## config.mk

```make
export PLATFORM = sky130hd
export DESIGN_NAME = fifo_rd_drain
export DESIGN_NICKNAME = d
export VERILOG_FILES = /design/src/rtl/fifo_rd_drain.sv
export SDC_FILE = /design/constraint.sdc
export NUM_CORES = 1
export LEC_CHECK = 0
export CAP_MARGIN = 20
export CORE_MARGIN = 1
export CORE_UTILIZATION = 46
export CTS_CLUSTER_DIAMETER = 60
export CTS_CLUSTER_SIZE = 40
export DETAILED_ROUTE_END_ITERATION = 10
export GPL_TIMING_DRIVEN = 0
export PLACE_DENSITY = 0.8
export REMOVE_ABC_BUFFERS = 1
export SETUP_SLACK_MARGIN = 0.1
export SLEW_MARGIN = 20
export SYNTH_ARGS = -nofsm -noshare
export SYNTH_HDL_FRONTEND = slang
export SYNTH_SLANG_ARGS = --single-unit
export TNS_END_PERCENT = 50
```

## constraint.sdc

```tcl
create_clock -name rclk -period 4.1 [get_ports rclk]
set_clock_uncertainty 0.2 [all_clocks]
set_input_delay 0.615 -clock rclk [delete_from_list [all_inputs] [get_ports rclk]]
set_output_delay 0.615 -clock rclk [all_outputs]
set_load 0.02 [all_outputs]
```

## src/rtl/fifo_rd_drain.sv

```systemverilog
// Async FIFO read-side drain: pops into a small skid buffer, streams valid/ready.
// Optional delivered-word counter enabled by RD_DRAIN_CNT_EN.
module fifo_rd_drain #(
  parameter int DSIZE     = 8,
  parameter int ADDRSIZE  = 4,
  parameter int BUF_DEPTH = 2,
  parameter int AE_THRESH = 2
) (
  input  logic                rclk,
  input  logic                rrst_n,
  input  logic                rempty,
  input  logic [ADDRSIZE:0]   rptr,
  input  logic [ADDRSIZE:0]   rq2_wptr,
  input  logic [DSIZE-1:0]    rdata,
  output logic                r_req,
  output logic                m_valid,
  input  logic                m_ready,
  output logic [DSIZE-1:0]    m_data,
  output logic [ADDRSIZE:0]   rlevel,
  output logic                ralmost_empty,
  output logic [31:0]         rd_beats
);

  localparam int IW = $clog2(BUF_DEPTH);
  localparam int OW = $clog2(BUF_DEPTH + 1);
  localparam int PW = ADDRSIZE + 1;

  logic [IW-1:0]    head_q, head_d;
  logic [IW-1:0]    tail_q, tail_d;
  logic [OW-1:0]    occ_q, occ_d;
  logic [DSIZE-1:0] mem_q [BUF_DEPTH];
  logic [DSIZE-1:0] mem_d [BUF_DEPTH];
  logic             inflight_q, inflight_d;
  logic             m_valid_q, m_valid_d;
  logic [DSIZE-1:0] m_data_q, m_data_d;
  logic [PW-1:0]    rlevel_q, rlevel_d;
  logic             ae_q, ae_d;
  logic             deq;
  logic             cap;
  logic [OW:0]      need;

  function automatic logic [IW-1:0] nxt(input logic [IW-1:0] i);
    return (i == IW'(BUF_DEPTH - 1)) ? '0 : i + 1'b1;
  endfunction

  function automatic logic [PW-1:0] g2b(input logic [PW-1:0] g);
    logic [PW-1:0] b;
    b[PW-1] = g[PW-1];
    for (int i = PW - 2; i >= 0; i--) begin
      b[i] = b[i+1] ^ g[i];
    end
    return b;
  endfunction

  always_comb begin
    deq  = m_valid_q & m_ready;
    cap  = inflight_q;
    need = {1'b0, occ_q} + (OW+1)'(inflight_q)
         - (OW+1)'(deq);
    r_req      = need < (OW+1)'(BUF_DEPTH);
    inflight_d = r_req & ~rempty;
    occ_d  = occ_q + OW'(cap) - OW'(deq);
    head_d = deq ? nxt(head_q) : head_q;
    tail_d = cap ? nxt(tail_q) : tail_q;
    mem_d  = mem_q;
    if (cap) begin
      mem_d[tail_q] = rdata;
    end
    m_valid_d = (occ_d != '0);
    m_data_d  = m_data_q;
    // A word captured into an otherwise empty buffer bypasses the array
    if (m_valid_d) begin
      if (cap && (head_d == tail_q)) begin
        m_data_d = rdata;
      end else begin
        m_data_d = mem_q[head_d];
      end
    end
    rlevel_d = g2b(rq2_wptr) - g2b(rptr);
    ae_d     = (rlevel_d <= PW'(AE_THRESH));
  end

  always_ff @(posedge rclk or negedge rrst_n) begin
    if (!rrst_n) begin
      head_q     <= '0;
      tail_q     <= '0;
      occ_q      <= '0;
      inflight_q <= 1'b0;
      m_valid_q  <= 1'b0;
      m_data_q   <= '0;
      rlevel_q   <= '0;
      ae_q       <= 1'b1;
      for (int i = 0; i < BUF_DEPTH; i++) begin
        mem_q[i] <= '0;
      end
    end else begin
      head_q     <= head_d;
      tail_q     <= tail_d;
      occ_q      <= occ_d;
      inflight_q <= inflight_d;
      m_valid_q  <= m_valid_d;
      m_data_q   <= m_data_d;
      rlevel_q   <= rlevel_d;
      ae_q       <= ae_d;
      mem_q      <= mem_d;
    end
  end

`ifdef RD_DRAIN_CNT_EN
  logic [31:0] beats_q, beats_d;

  always_comb begin
    beats_d = beats_q + 32'(deq);
  end

  always_ff @(posedge rclk or negedge rrst_n) begin
    if (!rrst_n) begin
      beats_q <= '0;
    end else begin
      beats_q <= beats_d;
    end
  end

  assign rd_beats = beats_q;
`else
  assign rd_beats = '0;
`endif

  assign m_valid       = m_valid_q;
  assign m_data        = m_data_q;
  assign rlevel        = rlevel_q;
  assign ralmost_empty = ae_q;

endmodule

```

; ---- Word-level counts from Yosys, hierarchy flattened
; Cells that the tools add are included.
[classes]
add_sub_neg = 7
n_bitwise = 13
order_cmp = 5
muxes = 10
reduce_logical = 3
eq_ne = 1
[op_table]
columns = op, n
row1 = 8-bit 2-to-1 mux, 5
row2 = 16-bit bitwise mux, 1
row3 = 8-bit demux with 1-bit select, 1
row4 = 1-bit XOR, 8
row5 = 5-bit by 2-bit less-or-equal comparator with 1-bit output (second input constant), 1
row6 = 5-bit subtractor, 1
row7 = 2-bit >= comparator (second input constant), 2
row8 = 1-bit NOT with 2-bit output, 2
row9 = 2-bit by 1-bit adder with 3-bit output, 1
row10 = 3-bit by 2-bit less-than comparator with 1-bit output (second input constant), 1
row11 = 1-bit 2-to-1 mux, 3
row12 = 3-bit by 1-bit subtractor with 3-bit output, 1
row13 = 1-bit adder (second input constant), 2
row14 = 2-bit by 1-bit adder with 2-bit output, 1
row15 = 1-bit AND, 2
row16 = 1-bit logical AND, 2
row17 = 2-bit by 1-bit less-than comparator with 1-bit output (second input constant), 1
row18 = 2-bit nonzero test, 1
row19 = 2-bit by 1-bit subtractor with 2-bit output, 1
row20 = 1-bit == test, 1
row21 = 1-bit NOT, 1
[word_totals]
in_bits = 22
reg_bits = 36
output_inout_bits = 48

; ---- Longest topological paths before layout
; Gate-level depths: netlist (run 1).
[logic_depth]
word_depth = 8
depth_mapped = 12

; ---- Worst setup path before layout (run 1)
; OpenSTA, ideal clock, no wires.
[synth_path]
path_type = in2reg
startpoint = in rq2_wptr[4]
endpoint = reg ae_q, in the netlist ralmost_empty
setup_time_ns = 0.105
stages = 10
required_time_ns = 3.795
t_arrival_ns = 3.003
path_slack_ns = 0.792
path_cell_list = xor3_2 > xor2_1 > xnor2_1 > ha_1 > inv_1 > fa_1 > maj3_2 > a21oi_2 > xnor2_1 > a2111oi_2
[synth_via]
elab_chain_len = 6
[synth_rtl]
columns = element, line_no
row1 = from (decl), 13  ; input logic [ADDRSIZE:0] rq2_wptr,
row2 = 1-bit XOR (4 in a row), 50  ; b[i] = b[i+1] ^ g[i];
row3 = 5-bit subtractor *, 79  ; rlevel_d = g2b(rq2_wptr) - g2b(rptr);
row4 = via rlevel_d[4], 36  ; logic [PW-1:0] rlevel_q, rlevel_d;
row5 = 5-bit by 2-bit less-or-equal comparator with 1-bit output *, 80  ; ae_d = (rlevel_d <= PW'(AE_THRESH));
row6 = via ae_d, 37  ; logic ae_q, ae_d;
row7 = to (signal assigned), 92  ; ae_q <= 1'b1;
row8 = to (signal assigned), 104  ; ae_q <= ae_d;
row9 = to (decl), 37
; The timed path passes the listed nets; every way through them passes the cells marked *.
; A chain may end at the register's enable or synchronous reset.

; ---- Worst setup path after layout (run 1)
; Same ends and word-level chain as after synthesis.

==> results.txt, run 1 <==
Net count, final - 269
Most frequent CP cell - xnor2_1
M3 GR Usage - 5.77%
Commonest non-fill, non-tap cells in the layout - 36 x clkdlybuf4s50_1, 35 x dfrtp_1, 32 x conb_1
# DRC - 0
Global placement routability congestion - 0.700
Skew-Pair Late Insertion Delay - 0.29 ns
Setup CP Type - input pin to flop
Status - finished, final reports clean
Ys Warns - 0
PwrDens - 786 nW/um^2
WP data arrival - 3.72 ns
DR pass1 iterations - 4
Fin crit period - 3.74 ns
Initial Utilization - 48.3%
Row cnt - 24
Initial antenna violation count - 0
Commonest non-fill, non-tap cell in the layout - clkdlybuf4s50_1
Tcrit/Tclk final - 91.2%
Worst Path Required - 4.09 ns
First-pass GRT wire length - 6.24 mm
Final Hold Fails - 0
Met1 Resource Use GR - 18.1%
GR Util met2 - 28.4%
Max IR drop VDD - 0.000305 V
Max_cap viols - 0
Yosys cell types - 33
GRT Total Usage - 16.4%
CTS buffer count - 5
Crit path max-delay family - XOR/XNOR gates
FF-to-FF End - m_data[3]
Setup crit end - ralmost_empty
Register area share after synthesis - 42.6%
First DRT Iteration DRCs - 83
Core area - 4380 um^2
Syn_area_per_cell - 10.5 um^2
Via count of the first global-routing pass - 1431
Antenna viol nets, final - 0
CTS Root Cell - clkbuf_8
Post-CTS Hold Buffers - 0
Worst R2R Setup Slack - 1.06 ns
Crit path depth - 11
Gates resized, CTS repair - 0
Avg WL per Cell - 13.1 um
Antenna diodes - 0
CP startpoint kind - input pin
Port Buf Inserts - 37
RSZ-0062 raised after global routing - false
Hold slack - 0.0415 ns
Routed WL - 3.83 mm
Synth top area share - 41.3%
Synthesized area - 2120 um^2
CTS H-tree depth - 2
Yosys top cell by area - dfrtp_1
CTS Buffer Depth - 2
Largest net degree at the start of global routing - 22
R2R Path Start - cap
GR Overflow Total - 0
Largest stage delay, worst path - 0.53 ns
Worst slew pin tran - 0.747 ns
Die height - 69.9 um
Fin. max-slew vios - 0
Max_slew headroom - 49.9%
Setup TNS Final - 0 ns
Via Count - 1494
CP Buf/Inv Count - 2
Worst setup path start - rq2_wptr[4]
Top Usage Layer GRT - met2
Die X - 69.9 um
Synthesized flop and latch total - 36
Sink Count - 36
Fmax - 267 MHz
Synth area leaders - dfrtp_1 41%, buf_4 11%, mux2_2 8.5%
Postcts setup bufs - 0
Leakage power - 0.00114 uW
Detailed Place HPWL - 2.71 mm
Crit Path Max Fanout - 4
Setup violators final - 0
Layout cells sized above 1 - 14.1%
Full die area - 4880 um^2
Hold Crit Class - input pin to asynchronous set/reset pin
Cell chain of the critical path - clkdlybuf4s50_1 -> xor3_2 -> xor2_1 -> xnor2_1 -> ha_1 -> inv_1 -> fa_1 -> maj3_2 -> a21oi_2 -> xnor2_1 -> a2111oi_2
CTS tree - yes
Worst R2R Path Depth - 10
P&R area growth vs syn - 19.2%
CP endpoint kind - flop
Crit path max-delay cell type - clkdlybuf4s50_1
Vias per Instance - 5.10
Clk slew on worst S/H paths - 0.07 ns
Total power - 1980 uW
Gate Count Post-Synth - 202
Ports - 70
[through the flow]
| stage | setup slack (ns) | instance area (um^2) | util, % | std cells |
|---|---|---|---|---|
| CTS | 0.333 | 2520 | 57.5 | 293 |
| floorplan | 0.792 | 1970 | - | 195 |
| finish | 0.361 | 2520 | 57.6 | 293 |
| detailed placement | 0.0334 | 2430 | 55.4 | 285 |
| global route | 0.152 | 2520 | 57.6 | 293 |
| global placement | 0.0949 | 2410 | 54.9 | 284 |
[cell usage after synthesis]
| library cell | number |
|---|---|
| nand2_1 | 2 |
| mux2_2 | 16 |
| clkbuf_1 | 5 |
| o21ai_0 | 8 |
| a2111oi_2 | 1 |
| buf_1 | 1 |
| ha_1 | 5 |
| xor3_2 | 1 |
| dfstp_2 | 1 |
| maj3_1 | 1 |
| a21boi_0 | 1 |
| o21bai_1 | 8 |
| xor2_1 | 6 |
| xnor2_1 | 7 |
| xnor3_2 | 1 |
| conb_1 | 1 |
| buf_4 | 32 |
| and3b_1 | 1 |
| nor2_1 | 27 |
| or3_1 | 1 |
| o22ai_1 | 8 |
| o21ai_1 | 1 |
| a21oi_2 | 1 |
| maj3_2 | 1 |
| a21oi_1 | 8 |
| nor3_1 | 1 |
| a32o_1 | 8 |
| fa_1 | 2 |
| nor2_2 | 1 |
| inv_1 | 8 |
| a21o_1 | 1 |
| dfrtp_1 | 35 |
| clkinv_1 | 1 |
[sequential cells by signal, summed over array words and instances, names as in the netlist, 2 cells and up]
| signal | flops |
|---|---|
| m_data | 8 |
| mem_q | 16 |
| occ_q | 2 |
| rlevel | 5 |
[worst min path at each step]
stage / endpoint / slack, ns / cells after the start
global route: occ_q[0] / 0.08 / 1
detailed placement: m_data[6] / 0.28 / 1
floorplan: cap / 0.12 / 0
finish: m_data[1] / 0.04 / 1
CTS: m_data[1] / 0.05 / 1
global placement: m_data[6] / 0.28 / 1
[power breakdown]
group          internal (uW)  leakage [uW]  switching, uW  total [uW]
registers                541      0.000428            120         662
clock network            134     0.0000510            121         255
logic                    513      0.000657            554        1070
total                   1190       0.00114            796        1980
[final cells by class]
type / instances / area [um^2]
Timing Repair Buffer: 38 / 393
Clock buffer: 6 / 82.6
Tap cell: 52 / 65.1
Multi-Input combinational cell: 150 / 1040
Sequential cell: 36 / 902
Inverter: 9 / 33.8
Clock inverter: 2 / 10.0
Fill cell: 397 / 1860
[per-layer routing]
layer / vias up / routed length, um
met2: 56 / 1980
li1: 709 / -
met1: 724 / 1530
met3: 5 / 275
met5: - / 0
met4: 0 / 51
[cells by family after synthesis]
kind of cell / share of synthesized area [%]
fa+ha+maj: 5.85
other cells: 0.177
xor+xnor: 7.68
buf+inv: 14.0
mux: 8.51
flops: 42.6
compound gates: 14.8
simple gates: 6.38
(Power assumes the default switching activity.)
==> run 2, diff against run 1 <==
--- a/config.mk
+++ b/config.mk
@@ -6,13 +6,12 @@
 export NUM_CORES = 1
 export LEC_CHECK = 0
 export CAP_MARGIN = 20
-export CORE_MARGIN = 1
 export CORE_UTILIZATION = 46
 export CTS_CLUSTER_DIAMETER = 60
 export CTS_CLUSTER_SIZE = 40
 export DETAILED_ROUTE_END_ITERATION = 10
 export GPL_TIMING_DRIVEN = 0
-export PLACE_DENSITY = 0.8
+export PLACE_DENSITY = 0.85
 export REMOVE_ABC_BUFFERS = 1
 export SETUP_SLACK_MARGIN = 0.1
 export SLEW_MARGIN = 20
==> run 2 against run 1 <==
Die area is the same. Critical path depth is the same. First-iteration DRC count grew 16%. Combinational power is essentially flat. Register-to-register slack is essentially flat. Sequential share of layout area is essentially flat. Core utilization grew 0.057 points.
==> results.txt, run 2 (synthesized netlist as in run 1, its figures left out) <==
CTS Root Cell - clkbuf_8
Crit Path Max Fanout - 4 (unchanged)
Status - finished, final reports clean
CP startpoint kind - input pin
Setup CP Type - input pin to flop
Largest net degree at the start of global routing - 30 (+36%)
CP endpoint kind - flop
Hold Crit Depth - 1
Commonest non-fill, non-tap cells in the layout - 36 x clkdlybuf4s50_1, 35 x dfrtp_1, 32 x conb_1
Routed WL - 3.81 mm (-0.47%)
Hold Path Origin - m_data[4]
First DRT Iteration DRCs - 96 (+16%)
Fin. max-slew vios - 0 (unchanged)
Switch Pwr - 788 uW (-0.94%)
Core area - 4380 um^2 (unchanged)
Port Buf Inserts - 37 (unchanged)
GRT Total Usage - 16.7% (+0.37 points)
WP data arrival - 3.73 ns (about the same)
Layout Cells excl Fill - 294 (+0.34%)
Clk slew on worst S/H paths - 0.07 ns (about the same)
Max reg flops - 16 (unchanged)
Fin crit period - 3.74 ns (+0.00315 ns)
P&R area growth vs syn - 19.3% (about the same)
Initial antenna violation count - 0 (unchanged)
CTS buffer count - 5 (unchanged)
Hold Crit Class - flop to flop
Biggest register - mem_q
Max_cap viols - 0 (unchanged)
CTS tree - yes
RSZ-0062 raised after global routing - false
Row cnt - 24 (unchanged)
Sw Share - 39.9% (-0.24 points)
Commonest non-fill, non-tap cell in the layout - clkdlybuf4s50_1
Max_slew headroom - 50.0% (+0.18 points)
Worst setup path start - rq2_wptr[4]
Skew-Pair Late Insertion Delay - 0.28 ns (about the same)
Full die area - 4880 um^2 (unchanged)
Avg WL per Cell - 13.0 um (-0.81%)
Initial Utilization - 48.3% (unchanged)
Die height - 69.9 um (unchanged)
Worst slew pin tran - 0.747 ns (-0.000392 ns)
Via count of the first global-routing pass - 1479 (+3.4%)
Via Count - 1506 (+0.80%)
Global placement routability congestion - 0.736 (+5.1%)
GR Overflow Total - 0 (unchanged)
Tcrit/Tclk final - 91.3% (about the same)
Die X - 69.9 um (unchanged)
Clk pwr share - 12.9% (about the same)
Detailed Place HPWL - 2.77 mm (+2.2%)
Fmax - 267 MHz (about the same)
Layout cells sized above 1 - 14.0% (-0.058 points)
Sink Count - 36 (unchanged)
First-pass GRT wire length - 6.42 mm (+3.0%)
Max IR drop VDD - 0.000297 V (-2.8%)
Internal - 1190 uW (about the same)
Worst R2R Path Depth - 10 (unchanged)
Combinational Power Share - 53.9% (about the same)
Ports - 70 (unchanged)
Leakage power - 0.00114 uW (about the same)
Antenna diodes - 0 (unchanged)
Seq pwr share - 33.2% (about the same)
Placed insts - 285 (unchanged)
# DRC - 0 (unchanged)
Vias per Instance - 5.12 (+0.46%)
R2R Path Start - cap
DR pass1 iterations - 4 (unchanged)
CTS H-tree depth - 2 (unchanged)
Net count, final - 270 (+0.37%)
Antenna viol nets, final - 0 (unchanged)
Setup TNS Final - 0 ns (unchanged)
CTS Buffer Depth - 2 (unchanged)
Setup violators final - 0 (unchanged)
Worst Path Required - 4.08 ns (about the same)
PwrDens - 782 nW/um^2 (-0.44%)
Final Hold Fails - 0 (unchanged)
Gates resized, CTS repair - 0 (unchanged)
## run 2: per-layer routing
metal  GRT usage, %  vias up  routed length (um)  share of wire, %
li1               -      716                   -                 -
met1           18.6      731                1530                40
met2           30.2       53                2000                52
met3           3.61        6                 214               5.6
met4           7.78        0                  70               1.8
met5              0        -                   0                 0
## run 2: layout make-up
cell class              instances  area [um^2]
inverters                       9         33.8
well taps                      52         65.1
flip-flops and latches         36          902
clock buffers                   6         82.6
fillers                       370         1860
multi-input cells             150         1040
repair buffers                 39          395
clock inverters                 2         10.0
## run 2: final timing paths
path	end	slack, ns
max in group asynchronous	ralmost_empty	2.71
min in group asynchronous	m_data[0]	0.51
worst max register to register	m_data[6]	1.06
worst min-delay path	m_data[4]	0.30
worst max-delay path	ralmost_empty	0.36
worst min register to register	m_data[4]	0.30
## run 2: stage by stage
| step | worst slack [ns] | hold slack, ns | utilization [%] | power, uW | area (um^2) |
|---|---|---|---|---|---|
| global placement | 0.101 | 0.282 | 54.9 | 1680 | 2410 |
| finish | 0.358 | 0.297 | 57.6 | 1980 | 2530 |
| global route | 0.173 | 0.322 | 57.6 | 2130 | 2530 |
| CTS | 0.327 | 0.300 | 57.6 | 1990 | 2520 |
| detailed placement | 0.0184 | 0.284 | 55.3 | 1730 | 2420 |
| floorplan | 0.792 | 0.119 | - | 1380 | 1970 |
## run 2: power by group through the flow
stage	clock network, uW	logic (uW)	registers [uW]
after floorplan	0	654	726
after global placement	0	1030	654
after detailed placement	0	1060	665
after CTS	264	1070	657
after global routing	276	1180	679
final	255	1070	656
## run 2: what timing repair did
action | in CTS | in global routing
endpoints found under the hold margin | 7 | 0
buffers inserted | 0 | 0
endpoints found under the setup margin | 0 | 0
hold buffers | 1 | 0
## run 2: critical path, stage by stage
cell             delay [ns]
clkdlybuf4s50_1        0.53
xor3_2                 0.51
xor2_1                 0.34
xnor2_1                0.17
ha_1                   0.16
inv_1                  0.05
fa_1                   0.41
maj3_2                 0.33
a21oi_2                0.16
xnor2_1                0.11
a2111oi_2              0.34
==> run 3, diff against run 2 <==
--- a/config.mk
+++ b/config.mk
@@ -18,4 +18,3 @@
 export SYNTH_ARGS = -nofsm -noshare
 export SYNTH_HDL_FRONTEND = slang
 export SYNTH_SLANG_ARGS = --single-unit
-export TNS_END_PERCENT = 50
==> results of run 3 <==
Final layout, timing and power as in run 2 (identical DEF).
